<file path="src/rtl/noc_pkg.sv">
// Shared NoC register-request definitions: packet field positions, node geometry
// and the responder FSM state encoding.
package noc_pkg;

  localparam int VALID_BIT     = 0;
  localparam int DEST_LSB      = 1;
  localparam int SRC_LSB       = 3;
  localparam int REGID_LSB     = 5;
  localparam int NODE_W        = 2;
  localparam int REGID_W       = 6;
  localparam int REGS_PER_NODE = 16;
  localparam int NUM_NODES     = 4;

  typedef enum logic [1:0] {
    IDLE   = 2'd0,
    LOOKUP = 2'd1,
    SEND   = 2'd2
  } state_t;

endpackage

</file>
<file path="src/rtl/reg_responder_if.sv">
// NoC-side bundle of the register responder: show-ahead ejection FIFO plus the
// write/full/almost_full injection port. The responder uses the slave modport.
interface reg_responder_if #(
  parameter int REQ_W  = 11,
  parameter int RESP_W = 27
) ();

  logic [REQ_W-1:0]  dataIn;
  logic              empty;
  logic              read;
  logic [RESP_W-1:0] dataOut;
  logic              write;
  logic              full;
  logic              almost_full;

  modport master (
    output dataIn, empty, full, almost_full,
    input  read, dataOut, write
  );

  modport slave (
    input  dataIn, empty, full, almost_full,
    output read, dataOut, write
  );

endinterface

</file>
<file path="src/rtl/reg_responder_reg_bank.sv">
// Local 16-entry register bank: one write port, one registered read port.
// A read and a write to the same entry on the same edge return the old value.
module reg_bank
  import noc_pkg::*;
#(
  parameter int DATA_W = 16
) (
  input  logic              clk,
  input  logic              reset,
  input  logic              wr_en,
  input  logic [3:0]        wr_addr,
  input  logic [DATA_W-1:0] wr_data,
  input  logic              rd_en,
  input  logic [3:0]        rd_addr,
  output logic [DATA_W-1:0] rd_data
);

  logic [DATA_W-1:0] mem [REGS_PER_NODE];

  // rd_data only moves on a lookup, so it stays stable while a response waits
  always_ff @(posedge clk or negedge reset) begin
    if (!reset) begin
      for (int i = 0; i < REGS_PER_NODE; i++) mem[i] <= '0;
      rd_data <= '0;
    end else begin
      if (wr_en) mem[wr_addr] <= wr_data;
      if (rd_en) rd_data <= mem[rd_addr];
    end
  end

endmodule

</file>
<file path="src/rtl/reg_responder.sv">
// Destination endpoint for register requests: queues requests for this node,
// reads the local bank and injects responses. Optional stats: RESPONDER_STATS_EN.
module reg_responder
  import noc_pkg::*;
#(
  parameter int REQ_W  = 11,
  parameter int DATA_W = 16,
  parameter int QDEPTH = 4,
  parameter int RESP_W = DATA_W + 11
) (
  input  logic              clk,
  input  logic              reset,
  input  logic [1:0]        id,
  reg_responder_if.slave    noc,
  input  logic              wr_en,
  input  logic [3:0]        wr_addr,
  input  logic [DATA_W-1:0] wr_data
`ifdef RESPONDER_STATS_EN
  ,
  output logic [15:0]       served_cnt,
  output logic [15:0]       drop_cnt
`endif
);

  localparam int PW = $clog2(QDEPTH);
  localparam int CW = PW + 1;

  logic [REGID_W-1:0] regid_q [QDEPTH];
  logic [NODE_W-1:0]  src_q   [QDEPTH];
  logic [PW-1:0]      wr_ptr, rd_ptr;
  logic [CW-1:0]      count;

  logic [REGID_W-1:0] in_regid;
  logic [NODE_W-1:0]  in_src, in_dest;
  logic               read_int, accept, q_full, inject, send_ok;
  logic               bank_rd_en;
  logic [DATA_W-1:0]  bank_rd_data;
  logic [RESP_W-1:0]  data_out_r;
  logic               write_r;
  state_t             state, next_state;

  assign in_regid = noc.dataIn[REGID_LSB +: REGID_W];
  assign in_src   = noc.dataIn[SRC_LSB +: NODE_W];
  assign in_dest  = noc.dataIn[DEST_LSB +: NODE_W];

  // Reset gates read so a pop can never slip through while the queue is discarded
  assign q_full   = (count == CW'(QDEPTH));
  assign read_int = reset & ~noc.empty & ~q_full;
  assign accept   = read_int & noc.dataIn[VALID_BIT] & (in_dest == id)
                  & (in_regid[REGID_W-1 -: NODE_W] == id);

  assign send_ok = (write_r & ~noc.almost_full) | (~write_r & ~noc.full);
  assign inject  = (state == SEND) & send_ok;

  assign noc.read    = read_int;
  assign noc.write   = write_r;
  assign noc.dataOut = data_out_r;

  always_ff @(posedge clk) begin
    if (accept) begin
      regid_q[wr_ptr] <= in_regid;
      src_q[wr_ptr]   <= in_src;
    end
  end

  always_ff @(posedge clk or negedge reset) begin
    if (!reset) begin
      wr_ptr <= '0;
      rd_ptr <= '0;
      count  <= '0;
    end else begin
      if (accept) wr_ptr <= wr_ptr + 1'b1;
      if (inject) rd_ptr <= rd_ptr + 1'b1;
      if (accept && !inject)      count <= count + CW'(1);
      else if (!accept && inject) count <= count - CW'(1);
    end
  end

  reg_bank #(.DATA_W(DATA_W)) u_bank (
    .clk     (clk),
    .reset   (reset),
    .wr_en   (wr_en),
    .wr_addr (wr_addr),
    .wr_data (wr_data),
    .rd_en   (bank_rd_en),
    .rd_addr (regid_q[rd_ptr][3:0]),
    .rd_data (bank_rd_data)
  );

  always_ff @(posedge clk or negedge reset) begin
    if (!reset) state <= IDLE;
    else        state <= next_state;
  end

  // After an injection the head is gone; a simultaneous push also keeps us busy
  always_comb begin
    next_state = state;
    bank_rd_en = 1'b0;
    case (state)
      IDLE:    if (count != '0) next_state = LOOKUP;
      LOOKUP: begin
        bank_rd_en = 1'b1;
        next_state = SEND;
      end
      SEND:    if (inject) next_state = (count > CW'(1) || accept) ? LOOKUP : IDLE;
      default: next_state = IDLE;
    endcase
  end

  always_ff @(posedge clk or negedge reset) begin
    if (!reset) begin
      write_r    <= 1'b0;
      data_out_r <= '0;
    end else begin
      write_r <= inject;
      if (state == SEND)
        data_out_r <= {bank_rd_data, regid_q[rd_ptr], id, src_q[rd_ptr], 1'b1};
    end
  end

`ifdef RESPONDER_STATS_EN
  always_ff @(posedge clk or negedge reset) begin
    if (!reset) begin
      served_cnt <= '0;
      drop_cnt   <= '0;
    end else begin
      if (inject && served_cnt != 16'hFFFF) served_cnt <= served_cnt + 16'd1;
      if (read_int && !accept && drop_cnt != 16'hFFFF) drop_cnt <= drop_cnt + 16'd1;
    end
  end
`endif

endmodule

</file>
<file path="src/flat_wrapper.sv">
// flat-port wrapper written by rule: the top's interface ports become plain ports
module reg_responder_flat import noc_pkg::*;
#(
  parameter int REQ_W  = 11,
  parameter int DATA_W = 16,
  parameter int QDEPTH = 4,
  parameter int RESP_W = DATA_W + 11
)
  (clk, reset, id, wr_en, wr_addr, wr_data, noc_dataIn, noc_empty, noc_full, noc_almost_full, noc_read, noc_dataOut, noc_write);
  reg_responder_if #(.REQ_W(REQ_W), .RESP_W(RESP_W)) noc_i ();
  input  logic clk;
  input  logic reset;
  input  logic [1:0] id;
  input  logic wr_en;
  input  logic [3:0] wr_addr;
  input  logic [DATA_W-1:0] wr_data;
  input wire logic [$bits(noc_i.dataIn)-1:0] noc_dataIn;
  input wire logic [$bits(noc_i.empty)-1:0] noc_empty;
  input wire logic [$bits(noc_i.full)-1:0] noc_full;
  input wire logic [$bits(noc_i.almost_full)-1:0] noc_almost_full;
  output wire logic [$bits(noc_i.read)-1:0] noc_read;
  output wire logic [$bits(noc_i.dataOut)-1:0] noc_dataOut;
  output wire logic [$bits(noc_i.write)-1:0] noc_write;
  assign noc_i.dataIn = noc_dataIn;
  assign noc_i.empty = noc_empty;
  assign noc_i.full = noc_full;
  assign noc_i.almost_full = noc_almost_full;
  assign noc_read = noc_i.read;
  assign noc_dataOut = noc_i.dataOut;
  assign noc_write = noc_i.write;
  reg_responder #(.REQ_W(REQ_W), .DATA_W(DATA_W), .QDEPTH(QDEPTH), .RESP_W(RESP_W)) u_core (.clk(clk), .reset(reset), .id(id), .noc(noc_i), .wr_en(wr_en), .wr_addr(wr_addr), .wr_data(wr_data));
endmodule
</file>
<file path="config.mk">
export PLATFORM = sky130hd
export DESIGN_NAME = reg_responder_flat
export DESIGN_NICKNAME = d
export VERILOG_FILES = /design/src/rtl/noc_pkg.sv /design/src/rtl/reg_responder_if.sv /design/src/rtl/reg_responder_reg_bank.sv /design/src/rtl/reg_responder.sv /design/src/flat_wrapper.sv
export SDC_FILE = /design/constraint.sdc
export NUM_CORES = 1
export LEC_CHECK = 0
export ABC_AREA = 1
export CAP_MARGIN = 30
export CORE_ASPECT_RATIO = 1.75
export CORE_MARGIN = 8
export CORE_UTILIZATION = 35
export CTS_CLUSTER_SIZE = 30
export DETAILED_ROUTE_END_ITERATION = 7
export GPL_TIMING_DRIVEN = 0
export PLACE_DENSITY_LB_ADDON = 0.25
export SLEW_MARGIN = 10
export SYNTH_ARGS = -nofsm -noshare
export SYNTH_HDL_FRONTEND = slang
export SYNTH_SLANG_ARGS = --single-unit
</file>
<file path="constraint.sdc">
create_clock -name clk -period 2.3 [get_ports clk]
set_clock_uncertainty 0.2 [all_clocks]
set_input_delay 0.69 -clock clk [delete_from_list [all_inputs] [get_ports clk]]
set_output_delay 0.69 -clock clk [all_outputs]
set_load 0.03 [all_outputs]
</file>
After elaboration in Yosys (flattened, before gate mapping)
Memories as Yosys holds them, arrays and structs flattened. A register that Yosys moved wholly into a read port is not among the register bits.
Cells that the tools add are included.

storage, ports and cells
  bits in writable memories = 32
  memories kept = 2
  input port bits = 39
  register bits = 309
  word-level logic and storage cells = 82
  output and inout bits = 29

operators by class
  bitwise operators = 16
  add/sub/neg operators = 4
  equality and inequality tests = 7
  multiplexer cells = 15
  magnitude comparators = 4
  reductions and logical operators = 11

memories
  name            depth  bits a word  rd ports  clocked after memory_dff  write ports  RTL line             text
  u_core.regid_q  4      6            1         0                         1            reg_responder.sv:28  logic [REGID_W-1:0] regid_q [QDEPTH];
  u_core.src_q    4      2            1         1                         1            reg_responder.sv:29  logic [NODE_W-1:0] src_q [QDEPTH];

operators with widths
  cell                                                        number
  bitwise mux 256 bit                                         1
  binary-select mux 16 bit (select 4 bit)                     1
  demux 16 bit (select 4 bit)                                 1
  two-way mux 16 bit                                          3
  greater-or-equal comparator 5 bit, second input constant    2
  NOT 4 -> 5 bit                                              2
  bitwise AND 1 bit                                           8
  two-way mux 3 bit                                           2
  case mux 2 bit (3 select lines)                             1
  less-than comparator 5 x 1 -> 1 bit, second input constant  1
  NOT 1 bit                                                   5
  adder 2 x 1 -> 2 bit, second input constant                 2
  equality test 2 bit                                         2
  two-way mux 1 bit                                           4
  two-way mux 2 bit                                           2
  != test 2 x 1 -> 1 bit, second input constant               2
  adder 3 x 1 -> 3 bit, second input constant                 1
  equality test 3 bit, second input constant                  1
  > comparator 3 x 1 -> 1 bit, second input constant          1
  logical AND 1 bit                                           3
  logical NOT 1 bit                                           3
  nonzero test 3 bit                                          1
  subtractor 3 x 1 -> 3 bit, second input constant            1
  equality test 2 x 1 -> 1 bit, second input constant         1
  6 further kinds                                             6

Depth between registers and ports, before layout
  depth in word-level cells = 10
  mapped depth = 13
  depth with buffers taken out = 13

Hierarchy
Synthesis repeated with hierarchy kept, for this count alone.

second synthesis, totals
  cells, all modules = 1819
  area, all modules = 15431.0 um2

by module, submodules not included
  module         instances  sequential area each (um2)  area each (um2)  cells each
  reg_bank       1          6806.5                      12440.7          1533
  reg_responder  1          1886.8                      2990.4           286

Least setup slack after synthesis
OpenSTA, ideal clock, no wires.

  kind = register to register
  start point = reg u_core.count[0]
  end point = reg u_core.count[2]
  library setup time = 0.118 ns
  setup slack = 0.113 ns
  stages on the path, launching flop included = 13
  required time = 1.982 ns
  path buffers = 0
  arrival = 1.869 ns
  clock period less this slack = 2.187 ns
  path through = dfrtp_1 > inv_1 > ha_1 > nand2_1 > nand2_1 > nor3b_1 > nand3_1 > inv_1 > ha_1 > nor2_1 > o21ai_0 > xor2_1 > inv_1

on the way
  cells in the longest elaborated chain, start to end = 9
  elaborated cells on any way between the ends = 14
  those cells by class = 2 x add/sub; 1 x eq/ne; 2 x mux; 5 x bitwise; 4 x reduce/logical

ends and longest elaborated chain
  element                            RTL line             text
  from (decl)                        reg_responder.sv:31  logic [CW-1:0] count;
  from (signal assigned)             reg_responder.sv:74  if (accept && !inject) count <= count + CW'(1);
  from (signal assigned)             reg_responder.sv:75  else if (!accept && inject) count <= count - CW'(1);
  equality test 3 bit *              reg_responder.sv:47  assign q_full = (count == CW'(QDEPTH));
  NOT 1 bit *                        reg_responder.sv:48  assign read_int = reset & ~noc.empty & ~q_full;
  bitwise AND 1 bit *                reg_responder.sv:48
  bitwise AND 1 bit * (2 in series)  reg_responder.sv:49  assign accept = read_int & noc.dataIn[VALID_BIT] & (in_dest == id)
  bitwise AND 1 bit *                reg_responder.sv:50  & (in_regid[REGID_W-1 -: NODE_W] == id);
  net u_core.accept                  reg_responder.sv:35  logic read_int, accept, q_full, inject, send_ok;
  logical NOT 1 bit                  reg_responder.sv:75
  logical AND 1 bit                  reg_responder.sv:75
  nonzero test 2 bit (no line)       --

Mark *: on every way through the listed nets, which the timed path passes. The rest lies on a longest branch. The select of a mux whose other input is x is not followed.
A chain may end at the register's enable or synchronous reset.

Final worst setup path
  start point = reg u_core.count[1]
  end point = out noc_read

on the way
  cells in the longest elaborated chain, start to end = 3

ends and longest elaborated chain
  element              RTL line             text
  equality test 3 bit  reg_responder.sv:47
  NOT 1 bit            reg_responder.sv:48
  bitwise AND 1 bit    reg_responder.sv:48
  to (decl)            flat_wrapper.sv:21   output wire logic [$bits(noc_i.read)-1:0] noc_read;

Every way passes these cells.

==> run_results.csv <==
group,metric,value,unit
sta,finalCriticalPeriod,2.43,ns
global_routing,antenna_found_initial,0,
worst_setup_path,required,1.41,ns
sta,setup_violations,4,
placement,gp_congestion,0.954,
clock_network,clock-root-buffer,"clkbuf_16",
die,start_util,35.2,%
clock_network,cts_made_buffers,35,
logic_synthesis,synth_nets,2039,
status,violations,"negative setup slack",
worst_setup_path,worstSetupStartpointType,"register",
layout,multi_input_area,6270,sq um
layout,diodes,0,
logic_synthesis,synth_seq_cells,341,
power_and_ir_drop,powerDensity,1350,nW/um^2
layout,design_area,19800,sq um
worst_setup_path,crit_buf_inv,2,
worst_setup_path,cpPeakStageDelay,0.37,ns
placement,place_area,17600,sq um
die,rows,104,
sta,timing.fmax,411,MHz
layout,fillers,4619,
logic_synthesis,ys_seq_area_share,53.9,%
logic_synthesis,yosysWarnings,0,
worst_setup_path,critPathSlowestCell,"dfrtp_1",
layout,final_core_util,43.2,%
sta,final-hold-violation-count,0,
sta,setup_ws,-0.132,ns
hold_path,hold_path_class,"in -> async",
drt,wl,57000,um
sta,relSlewSlack,36.9,%
worst_setup_path,critPathTopFamily,"flip-flops",
status,status,"finished, violations left",
run,maxCapViolCount,0,
clock_network,cts.sinks,341,
logic_synthesis,avgSynthCellArea,8.10,sq um
sta,worstMarginPinSlew,0.947,ns
clock_network,clkLatencyLatePin,0.54,ns
worst_setup_path,path_cells,"inv_2 -> ha_4 -> nand2_2 -> nand2_2 -> nor2_1 -> buf_4",
drt,ant_nets,0,
die,core-area,45800,sq um
placement,io_buffers,67,
placement,pre_cts_ws,-2.26,ns
global_routing,overflow,0,
clock_network,cts_tree,"built",
layout,fin_nets,2168,
clock_network,h-tree-depth,2,
worst_setup_path,endpoint_kind,"output port",
power_and_ir_drop,total_leakage_power,9.57,nW
clock_network,clk_path_buf_depth,3,
sta,finalCritPeriodShare,106,%
drt,dr.first_iter.drc_count,1128,
logic_synthesis,syn_inst,1991,
die,die_w,178,um
die,io-pin-count,68,
logic_synthesis,netlist.area_leader.share,48.0,%
worst_setup_path,path_max_fanout,2,
global_routing,grt_pass1_vias,13832,
clock_network,clkSlewWorstSetupHoldPaths,0.06,ns
logic_synthesis,synth_cell_types,29,
drt,drcViolationCount,0,
global_routing,track_usage,21.6,%
sta,finalMaxSlewViolations,0,
logic_synthesis,yosysTopAreaCell,"dfrtp_1",
layout,layout-drive-gt1-share,11.9,%
drt,drtPass1Iterations,5,
die,die_height,300,um
worst_setup_path,path_class,"reg -> out",
drt,wire_per_inst,20.9,um
logic_synthesis,synth_top_cells_by_area,"dfrtp_1 (48%), nand2_1 (13%), nand3_1 (9.8%)",
drt,vias,13720,
worst_setup_path,critPathArrivalTime,1.54,ns
global_routing,grt_pass1_wl,86200,um
drt,viasPerCell,5.03,
layout,final-seq-area,8690,sq um
worst_setup_path,crit_top_cell,"nand2_2",
die,die_area,53500,sq um
logic_synthesis,syn_area,16100,sq um
placement,hpwl,41100,um
power_and_ir_drop,vdd_drop_max,737,uV
layout,area_growth,22.8,%
sta,rsz0062_at_grt,"yes",
global_routing,grt_max_degree,55,
-- worst paths after layout --
check / slack [ns] / cells past startpoint / startpoint / to
worst min-delay path: 0.03 / 3 / reset / u_core.u_bank.mem[140]
min in group clk: 0.27 / 2 / u_core.noc.dataOut[18] / u_core.noc.dataOut[18]
worst max register to register: 0.04 / 13 / u_core.rd_ptr[0] / u_core.u_bank.rd_data[7]
worst max-delay path: -0.13 / 6 / u_core.count[1] / noc_read
max in group asynchronous: 0.95 / 2 / reset / u_core.u_bank.mem[85]
worst min register to register: 0.27 / 2 / u_core.noc.dataOut[18] / u_core.noc.dataOut[18]
-- worst register-to-register path, delay by kind of cell, from the launching register on --
kind	cells	cell delay (ns)
flip-flops	1	0.39
buffers and inverters	3	0.49
AND/OR/NAND/NOR	10	1.07
-- sequential cells by signal, summed over array words and instances (netlist names) --
register	cells
u_core.count	3
u_core.noc.dataOut	27
u_core.noc.write	1
u_core.rd_ptr	2
u_core.regid_q	24
u_core.src_q	8
u_core.state	2
u_core.u_bank.mem	256
u_core.u_bank.rd_data	16
u_core.wr_ptr	2
-- report_power, final --
group	total [mW]	switching, mW	internal, mW
registers	8.15	0.690	7.46
logic	12.6	8.37	4.24
clock network	5.96	2.47	3.48
-- cell type report --
| type | count | area share, % |
|---|---|---|
| sequential | 341 | 43.9 |
| multi-input combinational | 1261 | 31.7 |
| timing repair buffer | 92 | 5.62 |
| clock buffer | 49 | 5.21 |
| inverter | 251 | 4.77 |
| buffer | 138 | 4.40 |
| tap | 583 | 3.68 |
| clock inverter | 12 | 0.765 |
-- kinds of logic after synthesis --
kind of cell / share of synthesized area [%]
buffers and inverters: 10.0
DFF: 53.9
and+or+nand+nor: 26.2
AOI/OAI and AO/OA: 8.87
adders and majority gates: 0.699
xor gates and xnor gates: 0.272
muxes: 0.0698
-- timing repair --
item / in CTS / in global routing
resized for setup: 110 / 130
gates cloned: 8 / 0
hold endpoints to repair: 99 / 0
setup buffers: 3 / 8
endpoints found under the setup margin: 196 / 220
hold buffers: 3 / 0
pin swaps: 2 / 9
-- routing by layer --
layer	track usage (%)	wire, um	part of all wire, %
met1	24.4	21500	38
met2	36.2	27500	48
met3	2.99	2750	4.8
met4	16.3	5220	9.2
met5	0	0	0
-- stage by stage --
stage	TNS [ns]	total power, mW	hold WS [ns]	instances
6_report	-0.156	26.7	0.0331	2727
4_1_cts	-0.220	25.9	0.00923	2719
3_3_place_gp	-4724.58	19.2	0.257	2641
3_5_place_dp	-248.73	19.4	0.261	2644
5_1_grt	-0.522	28.3	0.0185	2727
2_1_floorplan	0	15.1	0.194	1991
-- cell usage in the layout (no fill, tap or decap), types with 12 or more instances in the layout --
cell	n
buf_2	16
buf_4	29
buf_6	16
clkbuf_1	51
clkbuf_16	37
clkbuf_2	25
clkbuf_4	14
clkdlybuf4s50_1	32
dfrtp_1	309
dlygate4sd2_1	28
edfxtp_1	32
inv_1	244
nand2_1	534
nand3_1	269
nand3_2	36
nand3_4	12
nand3b_1	48
nor2_1	38
o21ai_0	273
-- synthesized netlist by cell type --
master	instances
a21oi_1	4
a31oi_1	4
buf_1	1
buf_2	40
buf_4	25
buf_6	1
clkbuf_1	71
clkinv_1	1
dfrtp_1	309
edfxtp_1	32
ha_1	9
inv_1	248
inv_2	2
mux2_2	1
nand2_1	540
nand2_2	3
nand3_1	315
nand3_2	2
nand3b_1	48
nor2_1	48
nor2_2	1
nor3_1	3
nor3b_1	1
o21ai_0	274
o21ai_1	1
o21ai_2	1
or2_2	1
xnor2_1	1
xor2_1	4
No activity file was read; power rests on OpenSTA's default activity.
